`src/rtl/alu_wb_stage.sv`:
```
// Writeback/commit stage behind the 8-bit ALU.
// Buffers ALU results in a 2-entry skid FIFO toward the register-file write
// port, owns the architectural flags register and tags each entry with its
// branch-condition result evaluated against the committed flags.
module alu_wb_stage #(
    parameter int W    = 8,
    parameter int RD_W = 2
) (
    input  logic            clk_i,
    input  logic            rst_ni,
    input  logic            valid_i,
    output logic            ready_o,
    input  logic [W-1:0]    r_i,
    input  logic [3:0]      flags_i,
    input  logic [2:0]      op_i,
    input  logic [RD_W-1:0] rd_i,
    input  logic [2:0]      cond_i,
    output logic            wb_valid_o,
    input  logic            wb_ready_i,
    output logic [W-1:0]    wb_data_o,
    output logic [RD_W-1:0] wb_rd_o,
    output logic            wb_taken_o,
    output logic [3:0]      flags_q_o,
    output logic [1:0]      count_o
);

    typedef enum logic [2:0] {
        OP_A   = 3'd0,
        OP_ADD = 3'd1,
        OP_SUB = 3'd2,
        OP_MUL = 3'd3,
        OP_AND = 3'd4,
        OP_OR  = 3'd5,
        OP_XOR = 3'd6,
        OP_NOT = 3'd7
    } op_e;

    typedef enum logic [2:0] {
        CC_AL = 3'd0,
        CC_EQ = 3'd1,
        CC_NE = 3'd2,
        CC_MI = 3'd3,
        CC_PL = 3'd4,
        CC_CS = 3'd5,
        CC_VS = 3'd6,
        CC_NV = 3'd7
    } cond_e;

    // Slot 0 is always the head; slot 1 holds the second entry when count=2.
    logic [W-1:0]    data_q [2];
    logic [RD_W-1:0] rd_q   [2];
    logic            taken_q[2];
    logic [1:0]      count_q;
    logic [3:0]      flags_q;

    logic            accept;
    logic            pop;
    logic            taken_d;
    logic [3:0]      flags_d;
    op_e             op;

    assign op      = op_e'(op_i);
    assign ready_o = (count_q != 2'd2);
    assign accept  = valid_i && ready_o;
    assign pop     = wb_valid_o && wb_ready_i;

    // Head outputs, forced to zero whenever no entry is presented or reset is held.
    always_comb begin
        wb_valid_o = rst_ni && (count_q != 2'd0);
        wb_data_o  = '0;
        wb_rd_o    = '0;
        wb_taken_o = 1'b0;
        if (wb_valid_o) begin
            wb_data_o  = data_q[0];
            wb_rd_o    = rd_q[0];
            wb_taken_o = taken_q[0];
        end
    end

    // Branch condition against the flags committed before this transaction.
    always_comb begin
        taken_d = 1'b0;
        case (cond_e'(cond_i))
            CC_AL: taken_d = 1'b1;
            CC_EQ: taken_d = flags_q[3];
            CC_NE: taken_d = !flags_q[3];
            CC_MI: taken_d = flags_q[2];
            CC_PL: taken_d = !flags_q[2];
            CC_CS: taken_d = flags_q[1];
            CC_VS: taken_d = flags_q[0];
            CC_NV: taken_d = 1'b0;
            default: taken_d = 1'b0;
        endcase
    end

    // Next flags: arithmetic ops commit ALU flags, others recompute Z/N and hold C/V.
    always_comb begin
        flags_d = flags_q;
        if (accept) begin
            if (op == OP_ADD || op == OP_SUB) begin
                flags_d = flags_i;
            end else begin
                flags_d = {(r_i == '0), r_i[W-1], flags_q[1:0]};
            end
        end
    end

    // FIFO storage, occupancy and flags register.
    always_ff @(posedge clk_i) begin
        if (!rst_ni) begin
            count_q <= '0;
            flags_q <= '0;
            for (int unsigned i = 0; i < 2; i++) begin
                data_q[i]  <= '0;
                rd_q[i]    <= '0;
                taken_q[i] <= 1'b0;
            end
        end else begin
            flags_q <= flags_d;
            case ({accept, pop})
                2'b10: begin
                    if (count_q == 2'd0) begin
                        data_q[0]  <= r_i;
                        rd_q[0]    <= rd_i;
                        taken_q[0] <= taken_d;
                    end else begin
                        data_q[1]  <= r_i;
                        rd_q[1]    <= rd_i;
                        taken_q[1] <= taken_d;
                    end
                    count_q <= count_q + 2'd1;
                end
                2'b01: begin
                    data_q[0]  <= data_q[1];
                    rd_q[0]    <= rd_q[1];
                    taken_q[0] <= taken_q[1];
                    data_q[1]  <= '0;
                    rd_q[1]    <= '0;
                    taken_q[1] <= 1'b0;
                    count_q    <= count_q - 2'd1;
                end
                2'b11: begin
                    // Only reachable at count=1: the new entry replaces the popped head.
                    data_q[0]  <= r_i;
                    rd_q[0]    <= rd_i;
                    taken_q[0] <= taken_d;
                end
                default: ;
            endcase
        end
    end

    assign flags_q_o = flags_q;
    assign count_o   = count_q;

endmodule

```
`config.mk`:
```
export PLATFORM = sky130hd
export DESIGN_NAME = alu_wb_stage
export DESIGN_NICKNAME = d
export VERILOG_FILES = /design/src/rtl/alu_wb_stage.sv
export SDC_FILE = /design/constraint.sdc
export NUM_CORES = 1
export LEC_CHECK = 0
export CORE_ASPECT_RATIO = 0.5
export CORE_MARGIN = 3
export CORE_UTILIZATION = 46
export DETAILED_ROUTE_END_ITERATION = 8
export MAX_ROUTING_LAYER = met4
export PLACE_DENSITY = 0.79
export REMOVE_ABC_BUFFERS = 1
export SLEW_MARGIN = 25
export SYNTH_ARGS = -nofsm -noshare
export SYNTH_HDL_FRONTEND = slang
export SYNTH_SLANG_ARGS = --single-unit
```
`constraint.sdc`:
```
create_clock -name clk_i -period 2.85 [get_ports clk_i]
set_input_delay 0.57 -clock clk_i [delete_from_list [all_inputs] [get_ports clk_i]]
set_output_delay 0.57 -clock clk_i [all_outputs]
set_load 0.02 [all_outputs]
```
==> flow_summary.yaml <==
worst_setup_path:
  path_class: "primary input to primary output"
  path_max_fanout: 12
  cp_top_family: "buffers and inverters"
  start_kind: "primary input"
  crit_chain: "clkdlybuf4s50_1, nor2b_1, buf_4, and2_1, clkdlybuf4s50_1"
  required_ps: 2280
  cp_num_buf_inv: 3
  crit_top_cell: "clkdlybuf4s50_1"
  rrSetupSlack_ps: 620
  end_kind: "primary output"
  slowest_delay_ps: 620
  slowest_stage: "clkdlybuf4s50_1"
  worst_ep_arrival_time_ps: 2160
timing:
  fmax_mhz: 366.6
  slew_viol_final: 0
  hold_viol: 0
  max-slew-margin-rel: 0.7019
  tightest_slew_ps: 446.1
  post-route-period-util: 0.9570
  finalSetupViolCount: 0
  rsz0062_at_grt: "no"
  skew_ps: 5.145
  fin_crit_ps: 2727
  tns_ps: 0
logic_synthesis:
  synthAdderAreaFrac: 0.02648
  yosys_register_bits: 28
  synth_top_area_share: 0.4660
  synth_top_cell_by_area: "edfxtp_1"
  synth-simple-area-share: 0.2145
  syn-instance-count: 120
  yosys-top-cells-area: "edfxtp_1 47%, dfxtp_1 8.5%, a22o_1 6.2%"
  ys_seq_area_frac: 0.5508
  synth_top_family_by_area: "simple AND/OR/NAND/NOR gates"
  synth_compound_area_frac: 0.1165
  synth_xor_area_frac: 0.01853
  ys_types: 33
  avgSynthCellArea_um2: 11.81
  yosysWarnings: 0
  syn_area_mm2: 0.001418
  synth_mux_area_frac: 0.03619
cells_and_area:
  synthToLayoutAreaGrowth_pct: 38.84
  num_antenna_cells: 0
  post-route-cell-area_mm2: 0.001968
  fin_nets: 192
  layout-drive-gt1-share: 0.07317
  final_util: 0.7118
drt:
  num_vias: 1042
  drt_drc_violations_left: 0
  wire_per_inst_um: 13.73
  wirelength_um: 2759
  drt_pass1_iterations: 4
  first_iter_violations: 70
  ant_nets: 0
  viasPerCell: 5.184
job:
  max_cap_viol_count: 0
clock_tree:
  cts_resized: 0
  postCtsSetupBuffers: 0
  clkLatencyLatePin_ps: 270
  clock_path_buffers: 2
  cts_buffers: 3
  htreeDepth: 1
  numClockSinks: 28
  cts.clk_slew.worst_paths_ps: 90
  cts_root_buf: "clkbuf_8"
  hold_buffers: 0
  cts_tree: "yes"
power:
  powerDensity_mw_per_mm2: 636.7
  power.leakage_nw: 0.7623
  ir_drop_mv: 0.3917
place:
  place_area_mm2: 0.001897
  port_buffers: 42
  dpl.hpwl_um: 2175
  gp_congestion: 0.7453
die:
  fp.dieArea_mm2: 0.003825
  pin_count: 43
  initial_core_util: 0.5127
  rows: 13
  chipHeight_um: 45.26
  chipWidth_um: 84.51
  core-area_mm2: 0.002765
run_status:
  status: "finished clean"
global_routing:
  track_usage: 0.1653
  grt_overflow: 0
  grt_pass1_wl_um: 4678
  grt_max_degree: 17
  grt_pass1_vias: 1023
  antenna_found_initial: 0
hold_path:
  hp-class: "flip-flop to flip-flop"
-- per-layer routing --
| metal | vias to the layer above | track usage | share of wire |
|---|---|---|---|
| met4 | 0 | 0.03785 | 0.016 |
| met3 | 4 | 0.04189 | 0.064 |
| met2 | 39 | 0.2955 | 0.50 |
| met5 | - | - | 0 |
| met1 | 470 | 0.1933 | 0.42 |
| li1 | 529 | - | - |
-- logic make-up (layout without fill, tap and decap cells) --
group           Yosys count  in the layout
compound gates           23             23
xor+xnor                  3              3
fa+ha+maj                 3              3
buf+inv                  11             55
flops                    28             28
mux                       5              5
simple gates             47             47
-- cells in the mapped netlist, drive strengths merged --
cell type  instances
a211o              1
a21boi             1
a21oi              2
a22o              10
a31oi              1
and2              14
and2b              1
and3              10
and3b              1
buf                4
clkbuf             3
dfxtp              6
edfxtp            22
ha                 3
inv                4
mux2               1
mux2i              4
nand2              6
nand3b             2
nor2               2
nor2b              5
nor4               2
nor4b              1
nor4bb             1
o211ai             1
o21a               1
o21ai              6
or2                1
or3                1
xnor2              3
-- state kept, by name, indices dropped and copies added, names as in the netlist --
register   flops
taken_q        2
flags_q_o      4
rd_q           4
count_o        2
data_q        16
-- worst paths after layout --
kind | depth (start not counted) | from | end
hold / removal | 1 | data_q[1][6] | data_q[0][6]
setup reg to reg | 7 | count_o[1] | data_q[1][1]
hold reg to reg | 1 | data_q[1][6] | data_q[0][6]
setup / recovery | 5 | rst_ni | wb_taken_o
-- placed cells by master, fill, tap and decap left out, drive strengths merged, types with 2 or more instances in the layout --
| cell | synthesis | routed |
|---|---|---|
| clkdlybuf4s50 | 0 | 42 |
| inv | 4 | 4 |
| nor2b | 5 | 5 |
| xnor2 | 3 | 3 |
| a22o | 10 | 10 |
| edfxtp | 22 | 22 |
| and2 | 14 | 14 |
| a21oi | 2 | 2 |
| nand2 | 6 | 6 |
| buf | 4 | 5 |
| mux2i | 4 | 4 |
| dfxtp | 6 | 6 |
| ha | 3 | 3 |
| clkbuf | 3 | 3 |
| and3 | 10 | 10 |
| o21ai | 6 | 6 |
| nor4 | 2 | 2 |
| nor2 | 2 | 2 |
| nand3b | 2 | 2 |
-- per-stage QoR --
stage	total power, mW	hold slack (ps)	instances	setup WS (ps)
after global placement	0.9503	515.0	197	145.2
final	1.253	539.6	201	122.5
after CTS	1.263	541.2	201	101.5
after global routing	1.326	555.4	201	43.37
after detailed placement	0.9613	520.4	197	108.2
after floorplan	0.7800	502.7	113	179.1
-- report_power, final --
part	leakage [nW]	switching, mW	total, mW	internal (mW)
clock	0.0357	0.117	0.305	0.188
combinational	0.443	0.186	0.376	0.190
sequential	0.284	0.0309	0.573	0.542
total	0.762	0.334	1.25	0.919
-- layout make-up --
cell class | instances | area [um^2]
Multi-Input combinational cell | 81 | 584.3
Timing Repair Buffer | 47 | 470.5
Inverter | 4 | 15.01
Tap cell | 37 | 46.29
Clock inverter | 1 | 30.03
Clock buffer | 3 | 41.29
Sequential cell | 28 | 780.7
Fill cell | 210 | 797.0
Power figures use the tool's default switching activity.
==> edit: new RTL, config.mk and constraints unchanged <==
`RD_W`: 2 -> 4.
--- a/src/rtl/alu_wb_stage.sv
+++ b/src/rtl/alu_wb_stage.sv
@@ -6,3 +6,3 @@
     parameter int W    = 8,
-    parameter int RD_W = 2
+    parameter int RD_W = 4
 ) (
Ports: changed (resized rd_i and wb_rd_o); port bits go from 43 to 47. No check against the original RTL was run, so the function may have changed too.
==> edit against the unedited design <==
Total power increased by 18%. Largest power group unchanged. Critical path depth unchanged. Register-to-register slack improved by 0.03 ns. Via count increased by 16%. Critical path type unchanged. Global-route usage increased by 1.8 points. Sequential cell count increased by 4. Wire length increased by 20%. Setup slack got worse by 0.025 ns. Fmax decreased by 0.91%. Final area increased by 12%. Non-clock buffer count increased by 8. First-iteration DRC count decreased by 40%. Synthesized area increased by 8.8%.
==> edit: results (changes against the unedited design) <==
- Largest net degree at the start of global routing: 16 (-1)
- Placed Instances: 221 (+12%)
- Number of synthesized flops with an enable pin: 26 (+18%)
- Non-filler cells, final: 229 (+14%)
- Num CTS Buffers: 5 (+2)
- Top cells by area, synth: edfxtp_1 (51%), dfxtp_1 (7.8%), a22o_1 (6.8%)
- Clock buf count: 5 (+2)
- First-pass GRT wire length: 5.26 mm (+13%)
- Clk pin slew, worst setup/hold paths: 0.06 ns (-0.03 ns)
- Register area share after synthesis: 58.4% (+3.3 points)
- Initial DRC count: 42 (-40%)
- Clk sinks: 32 (+14%)
- Post-CTS setup buffer count: 0 (unchanged)
- Root Driver: clkbuf_8
- Crit path arrival time: 2.18 ns (+0.02 ns)
- Port Buffers: 46 (+9.5%)
- # fillers: 230 (+9.5%)
- Min-delay worst type: reg2reg
- Multi-input gate area: 596 um^2 (+1.9%)
- Synth cell count leaders: edfxtp_1 (26), and2_1 (15), nand2_1 (15)
- Nonclk buf count: 55 (+17%)
- Share of cells above drive strength 1: 8.47% (+1.1 points)
- Yosys cell types: 30 (-9.1%)
- H-tree depth: 2 (+1)
- Non-clock buffer area fraction after layout: 24.2% (+0.27 points)
- Worst Tran Pin Value: 0.868 ns (+0.422 ns)
- Comb_multi_in: 91 (+12%)
- Non-CTS inverters: 3 (-1)
- DR WL/cell: 14.4 um (+5.2%)
- Mapped Cells: 132 (+10%)
- Vias in the first global route: 1105 (+8.0%)
- Max reg flops: 16 (unchanged)
- Status: finished clean
- Setup slack, reg-to-reg: 0.65 ns (+0.03 ns)
- Top reg by flops: data_q
- Peak supply drop: 0.308 mV (-21%)
- Vias per cell: 5.28 (+1.9%)
- Total GRT Usage: 18.3% (+1.8 points)
- Post-route clock skew: 0.00370 ns (-0.00145 ns)
- Static Leak: 0.895 nW (+17%)
- Synthesis warning total: 0 (unchanged)
- CP peak stage delay: a little over 0.6 ns
- RePlAce Congestion: 0.799 (+7.3%)
- Clock-cell share: 4.85% (+1.2 points)
- Crit-path max FO: 14 (+2)
- Clock Latency Late Sink: ~0.28 ns
- CTS max path bufs: 2 (unchanged)
- DP HPWL: 2.44 mm (+12%)
- Register area: 901 um^2 (+15%)
[edit: per-stage QoR]
stage                     setup WS [ns]  util [%]  total power [mW]  hold WS [ns]  area (um^2)
final                            0.0976      70.8              1.48         0.485         2190
after global routing            0.00428      70.8              1.56         0.516         2190
after CTS                        0.0887      70.7              1.50         0.493         2190
after detailed placement         0.0887      67.3              1.08         0.481         2090
after global placement            0.111      67.3              1.06         0.475         2090
after floorplan                   0.134         -             0.873         0.496         1510
[edit: layer usage]
layer	routed length (um)	GRT usage [%]	vias to the layer above	share of wire, %
met3	149	4.38	4	4.5
met2	1610	30.2	35	49
met1	1510	22.2	571	46
met5	0	-	-	0
li1	-	-	600	-
met4	40	7.34	0	1.2
[edit: report_power, final]
part	total, mW	switching (mW)	internal (mW)
registers	0.662	0.0381	0.624
clock network	0.417	0.163	0.254
logic	0.402	0.206	0.197
[edit: final timing paths]
kind / from / endpoint / cells after the start
setup / recovery: rst_ni / wb_data_o[0] / 5
hold / removal: flags_q_o[0] / flags_q_o[0] / 2
setup reg to reg: count_o[0] / data_q[0][0] / 7
hold reg to reg: flags_q_o[0] / flags_q_o[0] / 2
[edit: cell families (layout without fill, tap and decap cells)]
logic type | Yosys count | count (layout) | share of synthesized area (%)
buffers and inverters | 9 | 66 | 3.00
flip-flops | 32 | 32 | 58.4
AO/OA/AOI/OAI | 25 | 25 | 11.9
adder cells (fa/ha/maj) | 3 | 3 | 2.43
XOR/XNOR | 3 | 3 | 1.70
AND/OR/NAND/NOR | 57 | 57 | 20.6
multiplexers | 3 | 3 | 1.95
[edit: tightest hold or removal path, delay by kind of cell, from the launching register on]
| kind | cells | cell delay [ns] |
|---|---|---|
| flops | 1 | 0.33 |
| simple gates | 1 | 0.06 |
| mux | 1 | 0.05 |
